File: config.mk
export PLATFORM = sky130hd
export DESIGN_NAME = ram_arbiter_flat
export DESIGN_NICKNAME = d
export VERILOG_FILES = /design/src/rtl/ram_arbiter_if.sv /design/src/rtl/ram_arbiter.sv /design/src/flat_wrapper.sv
export SDC_FILE = /design/constraint.sdc
export NUM_CORES = 1
export LEC_CHECK = 0
export ABC_AREA = 1
export BUFFER_PORTS_ARGS = -buffer_cell sky130_fd_sc_hd__buf_2
export CAP_MARGIN = 10
export CELL_PAD_IN_SITES_DETAIL_PLACEMENT = 2
export CELL_PAD_IN_SITES_GLOBAL_PLACEMENT = 2
export CORE_MARGIN = 3
export CORE_UTILIZATION = 25
export CTS_CLUSTER_DIAMETER = 200
export DETAILED_ROUTE_END_ITERATION = 10
export PLACE_DENSITY = 0.88
export SYNTH_ARGS = -nofsm -noshare
export SYNTH_HDL_FRONTEND = slang
export SYNTH_SLANG_ARGS = --single-unit
File: constraint.sdc
create_clock -name clk -period 1.6 [get_ports clk]
set_clock_uncertainty 0.05 [all_clocks]
set_input_delay 0.24 -clock clk [delete_from_list [all_inputs] [get_ports clk]]
set_output_delay 0.24 -clock clk [all_outputs]
set_load 0.02 [all_outputs]
File: src/rtl/ram_arbiter_if.sv
`default_nettype none
// ============================================================================
// Module      : ram_arbiter_if
// Description : Bundle of the two client handshakes and the ram-side bus of
//               ram_arbiter.
//               slave  - arbiter view: client requests and ram read data in,
//                        client acks/read data and ram controls out.
//               master - environment view (clients + ram): the reverse.
//               Client N: reqN/weN/adN/XN in, ackN/ON out.
//               Ram     : mem_ad/mem_st/mem_X out, mem_O in.  busy out.
// Revision    : 1.0 - initial release
// ============================================================================
interface ram_arbiter_if #(
  parameter int BUS_WIDTH     = 8,
  parameter int ADDRESS_WIDTH = 8
);
  logic                     req0;
  logic                     we0;
  logic [ADDRESS_WIDTH-1:0] ad0;
  logic [BUS_WIDTH-1:0]     X0;
  logic                     ack0;
  logic [BUS_WIDTH-1:0]     O0;

  logic                     req1;
  logic                     we1;
  logic [ADDRESS_WIDTH-1:0] ad1;
  logic [BUS_WIDTH-1:0]     X1;
  logic                     ack1;
  logic [BUS_WIDTH-1:0]     O1;

  logic [ADDRESS_WIDTH-1:0] mem_ad;
  logic                     mem_st;
  logic [BUS_WIDTH-1:0]     mem_X;
  logic [BUS_WIDTH-1:0]     mem_O;
  logic                     busy;

  modport slave (
    input  req0, we0, ad0, X0,
    input  req1, we1, ad1, X1,
    input  mem_O,
    output ack0, O0, ack1, O1,
    output mem_ad, mem_st, mem_X, busy
  );

  modport master (
    output req0, we0, ad0, X0,
    output req1, we1, ad1, X1,
    output mem_O,
    input  ack0, O0, ack1, O1,
    input  mem_ad, mem_st, mem_X, busy
  );
endinterface
`default_nettype wire

File: src/rtl/ram_arbiter.sv
`default_nettype none
// ============================================================================
// Module      : ram_arbiter
// Description : Round-robin arbiter sharing one single-port ram between two
//               req/ack clients. One access in flight; each access takes one
//               IDLE (grant) cycle and one ACCESS cycle, read data is
//               registered back to the winning client together with its ack.
// Ports       : clk   - system clock, rising edge
//               rst_n - asynchronous active-low reset
//               bus   - ram_arbiter_if.slave (client handshakes, ram bus, busy)
// Revision    : 1.0 - initial release
// ============================================================================
module ram_arbiter #(
  parameter int BUS_WIDTH     = 8,
  parameter int ADDRESS_WIDTH = 8
) (
  input  logic          clk,
  input  logic          rst_n,
  ram_arbiter_if.slave  bus
);

  typedef enum logic [0:0] {
    ST_IDLE   = 1'b0,
    ST_ACCESS = 1'b1
  } state_t;

  state_t                   r_state;
  state_t                   w_state_next;

  logic                     r_ack0;
  logic                     r_ack1;
  logic [BUS_WIDTH-1:0]     r_o0;
  logic [BUS_WIDTH-1:0]     r_o1;
  logic [ADDRESS_WIDTH-1:0] r_ad;
  logic [BUS_WIDTH-1:0]     r_x;
  logic                     r_we;
  logic                     r_gnt;   // index of the client being served
  logic                     r_last;  // index of the client served last

  logic                     w_elig0;
  logic                     w_elig1;
  logic                     w_grant;
  logic                     w_gnt_idx;

  // A client in its ack cycle is still holding req for the access that just
  // finished; masking it here prevents a duplicate grant.
  assign w_elig0 = bus.req0 & ~r_ack0;
  assign w_elig1 = bus.req1 & ~r_ack1;

  always_comb begin
    w_state_next = r_state;
    w_grant      = 1'b0;
    w_gnt_idx    = 1'b0;
    case (r_state)
      ST_IDLE: begin
        if (w_elig0 | w_elig1) begin
          w_grant      = 1'b1;
          // On contention the client that was not served last wins.
          w_gnt_idx    = (w_elig0 & w_elig1) ? ~r_last : w_elig1;
          w_state_next = ST_ACCESS;
        end
      end
      ST_ACCESS: begin
        w_state_next = ST_IDLE;
      end
      default: begin
        w_state_next = ST_IDLE;
      end
    endcase
  end

  always_ff @(posedge clk or negedge rst_n) begin
    if (!rst_n) begin
      r_state <= ST_IDLE;
    end else begin
      r_state <= w_state_next;
    end
  end

  always_ff @(posedge clk or negedge rst_n) begin
    if (!rst_n) begin
      r_ack0 <= 1'b0;
      r_ack1 <= 1'b0;
      r_o0   <= '0;
      r_o1   <= '0;
      r_ad   <= '0;
      r_x    <= '0;
      r_we   <= 1'b0;
      r_gnt  <= 1'b0;
      r_last <= 1'b1;
    end else begin
      r_ack0 <= 1'b0;
      r_ack1 <= 1'b0;

      if (w_grant) begin
        r_gnt <= w_gnt_idx;
        r_ad  <= w_gnt_idx ? bus.ad1 : bus.ad0;
        r_x   <= w_gnt_idx ? bus.X1  : bus.X0;
        r_we  <= w_gnt_idx ? bus.we1 : bus.we0;
      end

      // Closing edge of the access: the ram write (if any) happens on this
      // same edge, read data is captured from the combinational ram output.
      if (r_state == ST_ACCESS) begin
        r_last <= r_gnt;
        if (r_gnt) begin
          r_ack1 <= 1'b1;
          if (!r_we) begin
            r_o1 <= bus.mem_O;
          end
        end else begin
          r_ack0 <= 1'b1;
          if (!r_we) begin
            r_o0 <= bus.mem_O;
          end
        end
      end
    end
  end

  assign bus.ack0   = r_ack0;
  assign bus.ack1   = r_ack1;
  assign bus.O0     = r_o0;
  assign bus.O1     = r_o1;
  // Address/data stay on the last latched values outside ACCESS; only the
  // strobe is qualified by state, so it drops with an asynchronous reset.
  assign bus.mem_ad = r_ad;
  assign bus.mem_X  = r_x;
  assign bus.mem_st = (r_state == ST_ACCESS) & r_we;
  assign bus.busy   = (r_state == ST_ACCESS);

endmodule
`default_nettype wire

File: src/flat_wrapper.sv
// flat-port wrapper written by rule: the top's interface ports become plain ports
module ram_arbiter_flat 
#(
  parameter int BUS_WIDTH     = 8,
  parameter int ADDRESS_WIDTH = 8
)
  (clk, rst_n, bus_req0, bus_we0, bus_ad0, bus_X0, bus_req1, bus_we1, bus_ad1, bus_X1, bus_mem_O, bus_ack0, bus_O0, bus_ack1, bus_O1, bus_mem_ad, bus_mem_st, bus_mem_X, bus_busy);
  ram_arbiter_if #(.BUS_WIDTH(BUS_WIDTH), .ADDRESS_WIDTH(ADDRESS_WIDTH)) bus_i ();
  input  logic clk;
  input  logic rst_n;
  input wire logic [$bits(bus_i.req0)-1:0] bus_req0;
  input wire logic [$bits(bus_i.we0)-1:0] bus_we0;
  input wire logic [$bits(bus_i.ad0)-1:0] bus_ad0;
  input wire logic [$bits(bus_i.X0)-1:0] bus_X0;
  input wire logic [$bits(bus_i.req1)-1:0] bus_req1;
  input wire logic [$bits(bus_i.we1)-1:0] bus_we1;
  input wire logic [$bits(bus_i.ad1)-1:0] bus_ad1;
  input wire logic [$bits(bus_i.X1)-1:0] bus_X1;
  input wire logic [$bits(bus_i.mem_O)-1:0] bus_mem_O;
  output wire logic [$bits(bus_i.ack0)-1:0] bus_ack0;
  output wire logic [$bits(bus_i.O0)-1:0] bus_O0;
  output wire logic [$bits(bus_i.ack1)-1:0] bus_ack1;
  output wire logic [$bits(bus_i.O1)-1:0] bus_O1;
  output wire logic [$bits(bus_i.mem_ad)-1:0] bus_mem_ad;
  output wire logic [$bits(bus_i.mem_st)-1:0] bus_mem_st;
  output wire logic [$bits(bus_i.mem_X)-1:0] bus_mem_X;
  output wire logic [$bits(bus_i.busy)-1:0] bus_busy;
  assign bus_i.req0 = bus_req0;
  assign bus_i.we0 = bus_we0;
  assign bus_i.ad0 = bus_ad0;
  assign bus_i.X0 = bus_X0;
  assign bus_i.req1 = bus_req1;
  assign bus_i.we1 = bus_we1;
  assign bus_i.ad1 = bus_ad1;
  assign bus_i.X1 = bus_X1;
  assign bus_i.mem_O = bus_mem_O;
  assign bus_ack0 = bus_i.ack0;
  assign bus_O0 = bus_i.O0;
  assign bus_ack1 = bus_i.ack1;
  assign bus_O1 = bus_i.O1;
  assign bus_mem_ad = bus_i.mem_ad;
  assign bus_mem_st = bus_i.mem_st;
  assign bus_mem_X = bus_i.mem_X;
  assign bus_busy = bus_i.busy;
  ram_arbiter #(.BUS_WIDTH(BUS_WIDTH), .ADDRESS_WIDTH(ADDRESS_WIDTH)) u_core (.clk(clk), .rst_n(rst_n), .bus(bus_i));
endmodule
==> qor.yml, run 1 <==
status:
  status: "completed"
routing:
  wl_um: 5630
  drtIter0Drc: 31
  dr.pass1.iters: 2
  vias: 1745
  routedWlPerCell_um: 13.7
  drt-vias-per-instance: 4.26
  ant_nets: 0
  route.detailed.drc: 0
placement:
  place.gp.congestion: 0.731
  place_inst: 401
  place_area_um2: 2360
  io_buffers: 81
  dpl_worst_slack_ns: 0.108
  hpwl_um: 4460
worst_hold_path:
  min_from: "bus_mem_O[1]"
  min_to: "u_core.bus.O0[1]"
  worstHoldPathCells: 3
  hold_class: "input pin to register"
timing:
  hold_viol: 0
  tns_ns: 0
  slew-limit-headroom: 0.668
  fin_crit_ns: 1.43
  post-route-period-util: 0.895
  fmaxAchievable_mhz: 698
  tightest_slew_ns: 0.498
  finalSetupViolCount: 0
  fin_ws_ns: 0.167
  maxSlewViolCount: 0
  rsz0062_at_grt: "no"
setup_path:
  r2r-start: "u_core.r_last"
  r2r-end: "u_core.bus.mem_X[1]"
  cp_max_fo: 18
  cp-end-kind: "register"
  path_class: "register to register"
  crit_required_ns: 1.72
  r2r_slack_ns: 0.17
  worstPathArrival_ns: 1.56
  rr_worst_depth: 5
  start_kind: "register"
clocking:
  postCtsResizedCells: 0
  cts_buffers: 5
  cts_tree: "yes"
  cts_root_buf: "clkbuf_8"
  clock_latency_ns: 0.28
  clockBufferDepth: 2
  clock_sinks: 38
  cts.htree.levels: 2
  clk_pin_slew_ns: 0.07
floorplanning:
  die_h_um: 92.1
  start_util: 0.265
  rows: 30
  die_area_um2: 8480
  io_pins: 82
  die_width_um: 92.1
  fp.coreArea_um2: 6980
global_routing:
  grt_use_total: 0.141
  gr-max-usage-layer: "met2"
  grt_pass1_vias: 1979
  grt-ovfl-total: 0
  grt_start_max_net_pins: 21
  met1_usage: 0.161
  antenna_found_initial: 0
  use_met2: 0.264
  grt_pass1_wl_um: 9600
  use_met3: 0.0295
power_and_ir_drop:
  power_leakage_nw: 1.48
  power.density_nw_per_um2: 2000
  ir_drop_mv: 0.473
cells_and_area:
  layout.nets: 360
  nFillCells: 868
  drive_gt1_frac: 0.373
  antenna_cells: 0
  stdcell_count: 410
  area_growth_pct: 32.8
  fin_area_um2: 2460
logic_synthesis:
  synthesis.nets: 272
  syn_area_um2: 1850
  ys_warn_count: 0
  synth_cell_type_count: 17
  postSynthCellCount: 226
  syn_avg_cell_area_um2: 8.19
  synth-seq-cells: 38
  seq_area_frac_synth: 0.514
job:
  cap_violations: 0
## sequential cells by signal, indices dropped and copies added, names as in the netlist
signal and count:
u_core.bus.O0 8, u_core.bus.O1 8, u_core.bus.ack0 1, u_core.bus.ack1 1, u_core.bus.busy 1, u_core.bus.mem_X 8, u_core.bus.mem_ad 8, u_core.r_gnt 1
u_core.r_last 1, u_core.r_we 1
## per-stage QoR
step / hold slack (ns) / utilization / power, mW
6_report: 0.171 / 0.352 / 4.92
5_1_grt: 0.160 / 0.352 / 5.39
4_1_cts: 0.160 / 0.351 / 5.03
3_5_place_dp: 0.180 / 0.339 / 4.36
3_3_place_gp: 0.177 / 0.339 / 4.23
2_1_floorplan: -0.106 / - / 3.48
## worst max-delay path, stage by stage, from the launching register on
cell and delay [ns]:
dfstp_2 0.54, nand3_2 0.21, nand2_4 0.28, nand2_1 0.09, nand3_1 0.09, nand2_1 0.06
## cell usage after synthesis
master,count,area share
a21oi_4,1,0.0088
buf_4,2,0.0081
buf_6,4,0.024
clkbuf_1,1,0.0020
clkinv_1,1,0.0020
dfrtp_1,37,0.50
dfstp_2,1,0.014
inv_1,44,0.089
inv_2,4,0.0081
nand2_1,72,0.15
nand2_2,3,0.010
nand2_4,3,0.018
nand3_1,34,0.092
nand3_2,1,0.0054
nor2_4,2,0.012
o21ai_1,8,0.022
o21ai_2,8,0.038
## cells in the final DEF, fill, tap and decap left out
cell,instances
buf_2,81
nand2_1,72
inv_1,44
dfrtp_1,37
nand3_1,34
o21ai_2,8
o21ai_1,8
clkbuf_8,5
buf_4,5
inv_2,4
nand2_2,3
nand2_4,3
nor2_4,2
clkinv_2,2
clkinv_1,1
a21oi_4,1
nand3_2,1
dlygate4sd3_1,1
buf_12,1
dfstp_2,1
## where the power goes
part	total (mW)	leakage (nW)	switching [mW]	internal [mW]
Clock	0.617	0.0438	0.325	0.292
Sequential	1.77	0.463	0.312	1.45
Combinational	2.54	0.975	1.70	0.836
## worst max-delay path by stage
stage               slack [ns]             from                    to
floorplan                 0.23  u_core.bus.ack1   u_core.bus.mem_X[0]
global placement          0.19  u_core.bus.ack1  u_core.bus.mem_ad[5]
detailed placement        0.11  u_core.bus.ack1   u_core.bus.mem_X[1]
CTS                        0.1  u_core.bus.ack1   u_core.bus.mem_X[1]
global route              0.02    u_core.r_last   u_core.bus.mem_X[1]
finish                    0.17    u_core.r_last   u_core.bus.mem_X[1]
## routing by layer
layer / up-vias / share of wire
met2: 45 / 0.53
li1: 852 / -
met4: 0 / 0.012
met5: - / 0
met3: 6 / 0.042
met1: 842 / 0.41
## kinds of logic after synthesis
kind of cell,Yosys count,share of synthesized area
AO/OA/AOI/OAI,17,0.0682
flip-flops,38,0.514
buffers and inverters,56,0.134
AND/OR/NAND/NOR,115,0.284
## layout make-up
cell class	count	area, µm²	share of cell area
well taps	96	120	0.0488
multi-input cells	132	652	0.265
inverters	49	184	0.0748
clock inverters	2	10.0	0.00407
clock buffers	5	68.8	0.0280
flip-flops and latches	38	952	0.387
repair buffers	88	473	0.192
## repair_timing
item                                    in CTS  in global routing
hold buffers                                 1                  0
hold endpoints to repair                    19                  0
endpoints found under the setup margin       0                  4
buffers inserted                             0                  1
Note: power is estimated with default switching activity, not from simulation.
==> run 2, diff against run 1 <==
--- a/config.mk
+++ b/config.mk
@@ -11,10 +11,12 @@
 export CELL_PAD_IN_SITES_DETAIL_PLACEMENT = 2
 export CELL_PAD_IN_SITES_GLOBAL_PLACEMENT = 2
 export CORE_MARGIN = 3
-export CORE_UTILIZATION = 25
+export CORE_UTILIZATION = 27
+export CTS_BUF_LIST = sky130_fd_sc_hd__clkbuf_16
 export CTS_CLUSTER_DIAMETER = 200
+export CTS_CLUSTER_SIZE = 24
 export DETAILED_ROUTE_END_ITERATION = 10
-export PLACE_DENSITY = 0.88
+export PLACE_DENSITY = 0.93
 export SYNTH_ARGS = -nofsm -noshare
 export SYNTH_HDL_FRONTEND = slang
 export SYNTH_SLANG_ARGS = --single-unit
==> constraint.sdc (replaced) <==
create_clock -name clk -period 1.7 [get_ports clk]
set_clock_uncertainty 0.05 [all_clocks]
set_input_delay 0.255 -clock clk [delete_from_list [all_inputs] [get_ports clk]]
set_output_delay 0.255 -clock clk [all_outputs]
set_load 0.02 [all_outputs]
==> qor.yml, run 2 (synthesis gave the netlist of run 1 again) <==
clocking:
  cts_root_buf: "clkbuf_16"
  cts_buffers: 5  # unchanged
  cts.htree.levels: 2  # unchanged
  clock_sinks: 38  # unchanged
  clockBufferDepth: 2  # unchanged
  clk_pin_slew_ns: 0.06  # about the same
  cts_tree: "yes"
  clock_latency_ns: 0.28  # about the same
floorplanning:
  fp.coreArea_um2: 6490  # -7.0%
  io_pins: 82  # unchanged
  die_width_um: 88.8  # -3.5%
  rows: 29  # -3.3%
  start_util: 0.285  # +0.0199
  die_h_um: 88.8  # -3.5%
  die_area_um2: 7890  # -6.9%
global_routing:
  grt_pass1_vias: 2005  # +1.3%
  grt-ovfl-total: 0  # unchanged
  grt_start_max_net_pins: 21  # unchanged
  grt_pass1_wl_um: 10200  # +6.5%
  grt_use_total: 0.172  # +0.0303
  antenna_found_initial: 0  # unchanged
setup_path:
  cp_max_fo: 18  # unchanged
  worstPathArrival_ns: 1.66  # +0.10 ns
  crit_required_ns: 1.81  # +0.09 ns
  start_kind: "register"
  path_class: "register to register"
  cp-end-kind: "register"
timing:
  fmaxAchievable_mhz: 644  # -7.7%
  fin_crit_ns: 1.55  # +0.119 ns
  maxSlewViolCount: 0  # unchanged
  rsz0062_at_grt: "no"
  tns_ns: 0  # unchanged
  tightest_slew_ns: 0.491  # -0.00729 ns
  post-route-period-util: 0.913  # +0.0174
  hold_viol: 0  # unchanged
  finalSetupViolCount: 0  # unchanged
  fin_ws_ns: 0.148  # -0.0191 ns
  slew-limit-headroom: 0.673  # +0.00486
job:
  cap_violations: 0  # unchanged
placement:
  hpwl_um: 4560  # +2.3%
  io_buffers: 81  # unchanged
  place_inst: 380  # -5.2%
  place.gp.congestion: 0.804  # +10%
  dpl_worst_slack_ns: 0.0773  # -0.0311 ns
power_and_ir_drop:
  p_switching_mw: 2.37  # +1.2%
  power.density_nw_per_um2: 2110  # +5.2%
  comb_power_share: 0.455  # -0.061
  pwr-share-seq: 0.317  # -0.042
  ir_drop_mv: 0.571  # +21%
  power_mw: 5.35  # +8.6%
  p_int_mw: 2.98  # +15%
  clock_power_share: 0.228  # +0.103
  swShare: 0.443  # -0.0324
  power_leakage_nw: 1.52  # +2.9%
cells_and_area:
  layout_common_cells: "buf_2 (81), nand2_1 (72), inv_1 (44), dfrtp_1 (37), nand3_1 (34)"
  area_growth_pct: 37.1
  stdcell_count: 391  # -4.6%
  antenna_cells: 0  # unchanged
  drive_gt1_frac: 0.369  # -0.00318
  mostFrequentLayoutCell: "buf_2"
  layout.nets: 359  # -0.28%
routing:
  drtIter0Drc: 45  # +45%
  dr.pass1.iters: 4  # +2
  routedWlPerCell_um: 16.6  # +21%
  vias: 1770  # +1.4%
  drt-vias-per-instance: 4.53  # +6.4%
  ant_nets: 0  # unchanged
  route.detailed.drc: 0  # unchanged
  wl_um: 6490  # +15%
worst_hold_path:
  hold_class: "input pin to register"
status:
  status: "completed"
[run 2: worst paths after layout]
path	from	end	slack [ns]	depth (start not counted)
worst max-delay path	u_core.bus.ack1	u_core.r_gnt	0.15	6
max in group asynchronous	rst_n	u_core.bus.mem_ad[6]	0.70	3
min in group asynchronous	rst_n	u_core.bus.O0[2]	0.42	2
worst min-delay path	bus_mem_O[2]	u_core.bus.O0[2]	0.20	3
worst min register to register	u_core.bus.mem_ad[0]	u_core.bus.mem_ad[0]	0.43	2
worst max register to register	u_core.bus.ack1	u_core.r_gnt	0.15	6
[run 2: critical path, stage by stage, from the launching register on]
cell and delay (ns):
dfrtp_1 0.38, clkinv_1 0.05, nand2_1 0.14, a21oi_4 0.34, inv_2 0.25, nand2_1 0.13
nand2_1 0.08
[run 2: cell type report]
class | count | area [µm²]
clock buffers | 5 | 125
clock inverters | 3 | 63.8
fillers | 751 | 3960
inverters | 49 | 184
multi-input cells | 132 | 652
flip-flops and latches | 38 | 952
well taps | 77 | 96.3
repair buffers | 87 | 465
[run 2: stage by stage]
stage | util | area, µm² | hold WS [ns]
floorplan | - | 1850 | -0.0906
global placement | 0.358 | 2320 | 0.182
detailed placement | 0.358 | 2320 | 0.191
CTS | 0.389 | 2520 | 0.190
global route | 0.391 | 2540 | 0.209
finish | 0.391 | 2540 | 0.195
[run 2: what timing repair did]
item	in CTS	in global routing
hold buffers	1	0
buffers inserted	0	2
hold endpoints to repair	17	0
endpoints found under the setup margin	0	17
gates resized for setup	0	0
[run 2: metal layers]
layer / routed length, µm / GRT usage
met5: 0 / 0
met4: 73 / 0.0453
met3: 275 / 0.0326
met2: 3510 / 0.324
met1: 2630 / 0.196
[run 2: power groups by stage]
stage	registers (mW)	logic (mW)	clock network (mW)
global route	1.75	2.70	1.27
finish	1.69	2.43	1.22
detailed placement	1.69	2.40	0
CTS	1.70	2.46	1.23
floorplan	2.16	1.12	0
global placement	1.67	2.27	0
==> run 3, diff against run 2 <==
--- a/config.mk
+++ b/config.mk
@@ -14,7 +14,7 @@
 export CORE_UTILIZATION = 27
 export CTS_BUF_LIST = sky130_fd_sc_hd__clkbuf_16
 export CTS_CLUSTER_DIAMETER = 200
-export CTS_CLUSTER_SIZE = 24
+export CTS_CLUSTER_SIZE = 8
 export DETAILED_ROUTE_END_ITERATION = 10
 export PLACE_DENSITY = 0.93
 export SYNTH_ARGS = -nofsm -noshare
==> constraint.sdc (replaced) <==
create_clock -name clk -period 1.8 [get_ports clk]
set_clock_uncertainty 0.05 [all_clocks]
set_input_delay 0.27 -clock clk [delete_from_list [all_inputs] [get_ports clk]]
set_output_delay 0.27 -clock clk [all_outputs]
set_load 0.02 [all_outputs]
==> qor.yml, run 3 (synthesis gave the netlist of run 1 again) <==
status:
  status: "completed"
routing:
  drt-vias-per-instance: 4.54  # +0.32%
  routedWlPerCell_um: 14.9  # -10%
  route.detailed.drc: 0  # unchanged
  dr.pass1.iters: 4  # unchanged
  vias: 1762  # -0.45%
  wl_um: 5790  # -11%
  ant_nets: 0  # unchanged
  drtIter0Drc: 51  # +13%
floorplanning:
  die_h_um: 88.8  # unchanged
  die_area_um2: 7890  # unchanged
  die_width_um: 88.8  # unchanged
  fp.coreArea_um2: 6490  # unchanged
  start_util: 0.285  # unchanged
  io_pins: 82  # unchanged
  rows: 29  # unchanged
placement:
  place_area_um2: 2320  # unchanged
  place_inst: 380  # unchanged
  hpwl_um: 4470  # -1.9%
  dpl_worst_slack_ns: 0.200  # +0.122 ns
  io_buffers: 81  # unchanged
  place.gp.congestion: 0.788  # -2.0%
cells_and_area:
  area_growth_pct: 33.4
  antenna_cells: 0  # unchanged
  drive_gt1_frac: 0.367  # -0.00287
  layout_common_cells: "buf_2 (81), nand2_1 (72), inv_1 (44), dfrtp_1 (37), nand3_1 (34)"
  stdcell_count: 388  # -0.77%
  post-route-util: 0.380  # -0.0106
  layout.nets: 357  # -0.56%
  mostFrequentLayoutCell: "buf_2"
  fin_area_um2: 2470  # -2.7%
  nFillCells: 770  # +2.5%
timing:
  maxSlewViolCount: 0  # unchanged
  finalSetupViolCount: 0  # unchanged
  hold_viol: 0  # unchanged
  post-route-period-util: 0.873  # -0.0394
  fin_crit_ns: 1.57  # +0.0204 ns
  tns_ns: 0  # unchanged
  fin_ws_ns: 0.228  # +0.0796 ns
  rsz0062_at_grt: "no"
  slew-limit-headroom: 0.697  # +0.0242
  tightest_slew_ns: 0.455  # -0.0364 ns
  hold_slack_ns: 0.212  # +0.0167 ns
  fmaxAchievable_mhz: 636  # -1.3%
setup_path:
  cp_max_fo: 18  # unchanged
  worstPathArrival_ns: 1.74  # +0.08 ns
  crit_path_frequent_cell: "nand2_1"
  path_class: "register to register"
  critPathTopFamily: "simple AND/OR/NAND/NOR gates"
  cpMaxStageDelayCell: "dfrtp_1"
  crit_required_ns: 1.96  # +0.15 ns
  r2r_slack_ns: 0.23  # +0.08 ns
  crit_chain: "clkinv_1 -> nand2_1 -> nor2_4 -> nand2_4 -> nand2_1 -> nand3_1 -> nand2_1"
  slowest_delay_ns: 0.39  # about the same
  critPathBufInv: 1  # -1
  start_kind: "register"
  cp-end-kind: "register"
clocking:
  cts_tree: "yes"
  clockBufferDepth: 2  # unchanged
  cts_hold_buffers: 1  # unchanged
  clock_latency_ns: 0.28  # about the same
  cts.htree.levels: 2  # unchanged
  postCtsResizedCells: 0  # unchanged
  cts_root_buf: "clkbuf_16"
  cts_buffers: 5  # unchanged
  clock_sinks: 38  # unchanged
  post_cts_buffers: 0  # unchanged
  clk_pin_slew_ns: 0.06  # about the same
power_and_ir_drop:
  p_switching_mw: 2.11  # -11%
  power.density_nw_per_um2: 1870  # -11%
  power_mw: 4.62  # -14%
  power_leakage_nw: 1.49  # -2.1%
  ir_drop_mv: 0.482  # -15%
  pwr-share-seq: 0.341  # +0.024
  clock_power_share: 0.178  # -0.050
  comb_power_share: 0.481  # +0.026
  swShare: 0.458  # +0.0147
  p_int_mw: 2.50  # -16%
global_routing:
  grt-ovfl-total: 0  # unchanged
  antenna_found_initial: 0  # unchanged
  grt_use_total: 0.157  # -0.0150
  grt_pass1_wl_um: 9430  # -7.8%
  grt_start_max_net_pins: 22  # +4.8%
  grt_pass1_vias: 1926  # -3.9%
job:
  cap_violations: 0  # unchanged
worst_hold_path:
  hold_class: "input pin to register"
[run 3: final cells by class]
| cell class | instances | area [µm²] | area share |
|---|---|---|---|
| Tap cell | 77 | 96.3 | 0.0390 |
| Clock inverter | 2 | 10.0 | 0.00405 |
| Inverter | 49 | 184 | 0.0745 |
| Clock buffer | 5 | 125 | 0.0507 |
| Timing Repair Buffer | 85 | 450 | 0.182 |
| Multi-Input combinational cell | 132 | 652 | 0.264 |
| Sequential cell | 38 | 952 | 0.386 |
[run 3: layer usage]
metal  up-vias  global-route usage  routed length [µm]  share of wire
met1       850               0.189                2370           0.41
met3        12              0.0363                 279          0.048
li1        847                   -                   -              -
met4         0              0.0604                 143          0.025
met2        53               0.270                3000           0.52
met5         -                   0                   0              0
[run 3: tightest hold or removal path: cells and delay by family]
family          cells  cell delay (ns)
compound gates      1             0.06
buf+inv             2             0.17
[run 3: final timing paths]
kind	startpoint	endpoint	depth (start not counted)
max reg2reg	u_core.bus.ack1	u_core.bus.mem_ad[5]	7
min	bus_mem_O[5]	u_core.bus.O0[5]	3
min reg2reg	u_core.r_last	u_core.r_last	2
max in group asynchronous	rst_n	u_core.bus.mem_ad[5]	3
max	u_core.bus.ack1	u_core.bus.mem_ad[5]	7
min in group asynchronous	rst_n	u_core.bus.O1[3]	2
[run 3: power by group through the flow]
stage / Combinational (mW) / Clock (mW) / Sequential (mW)
2_1_floorplan: 1.06 / 0 / 2.04
3_3_place_gp: 2.14 / 0 / 1.57
3_5_place_dp: 2.26 / 0 / 1.59
4_1_cts: 2.28 / 0.850 / 1.58
5_1_grt: 2.49 / 0.885 / 1.63
6_report: 2.22 / 0.820 / 1.58
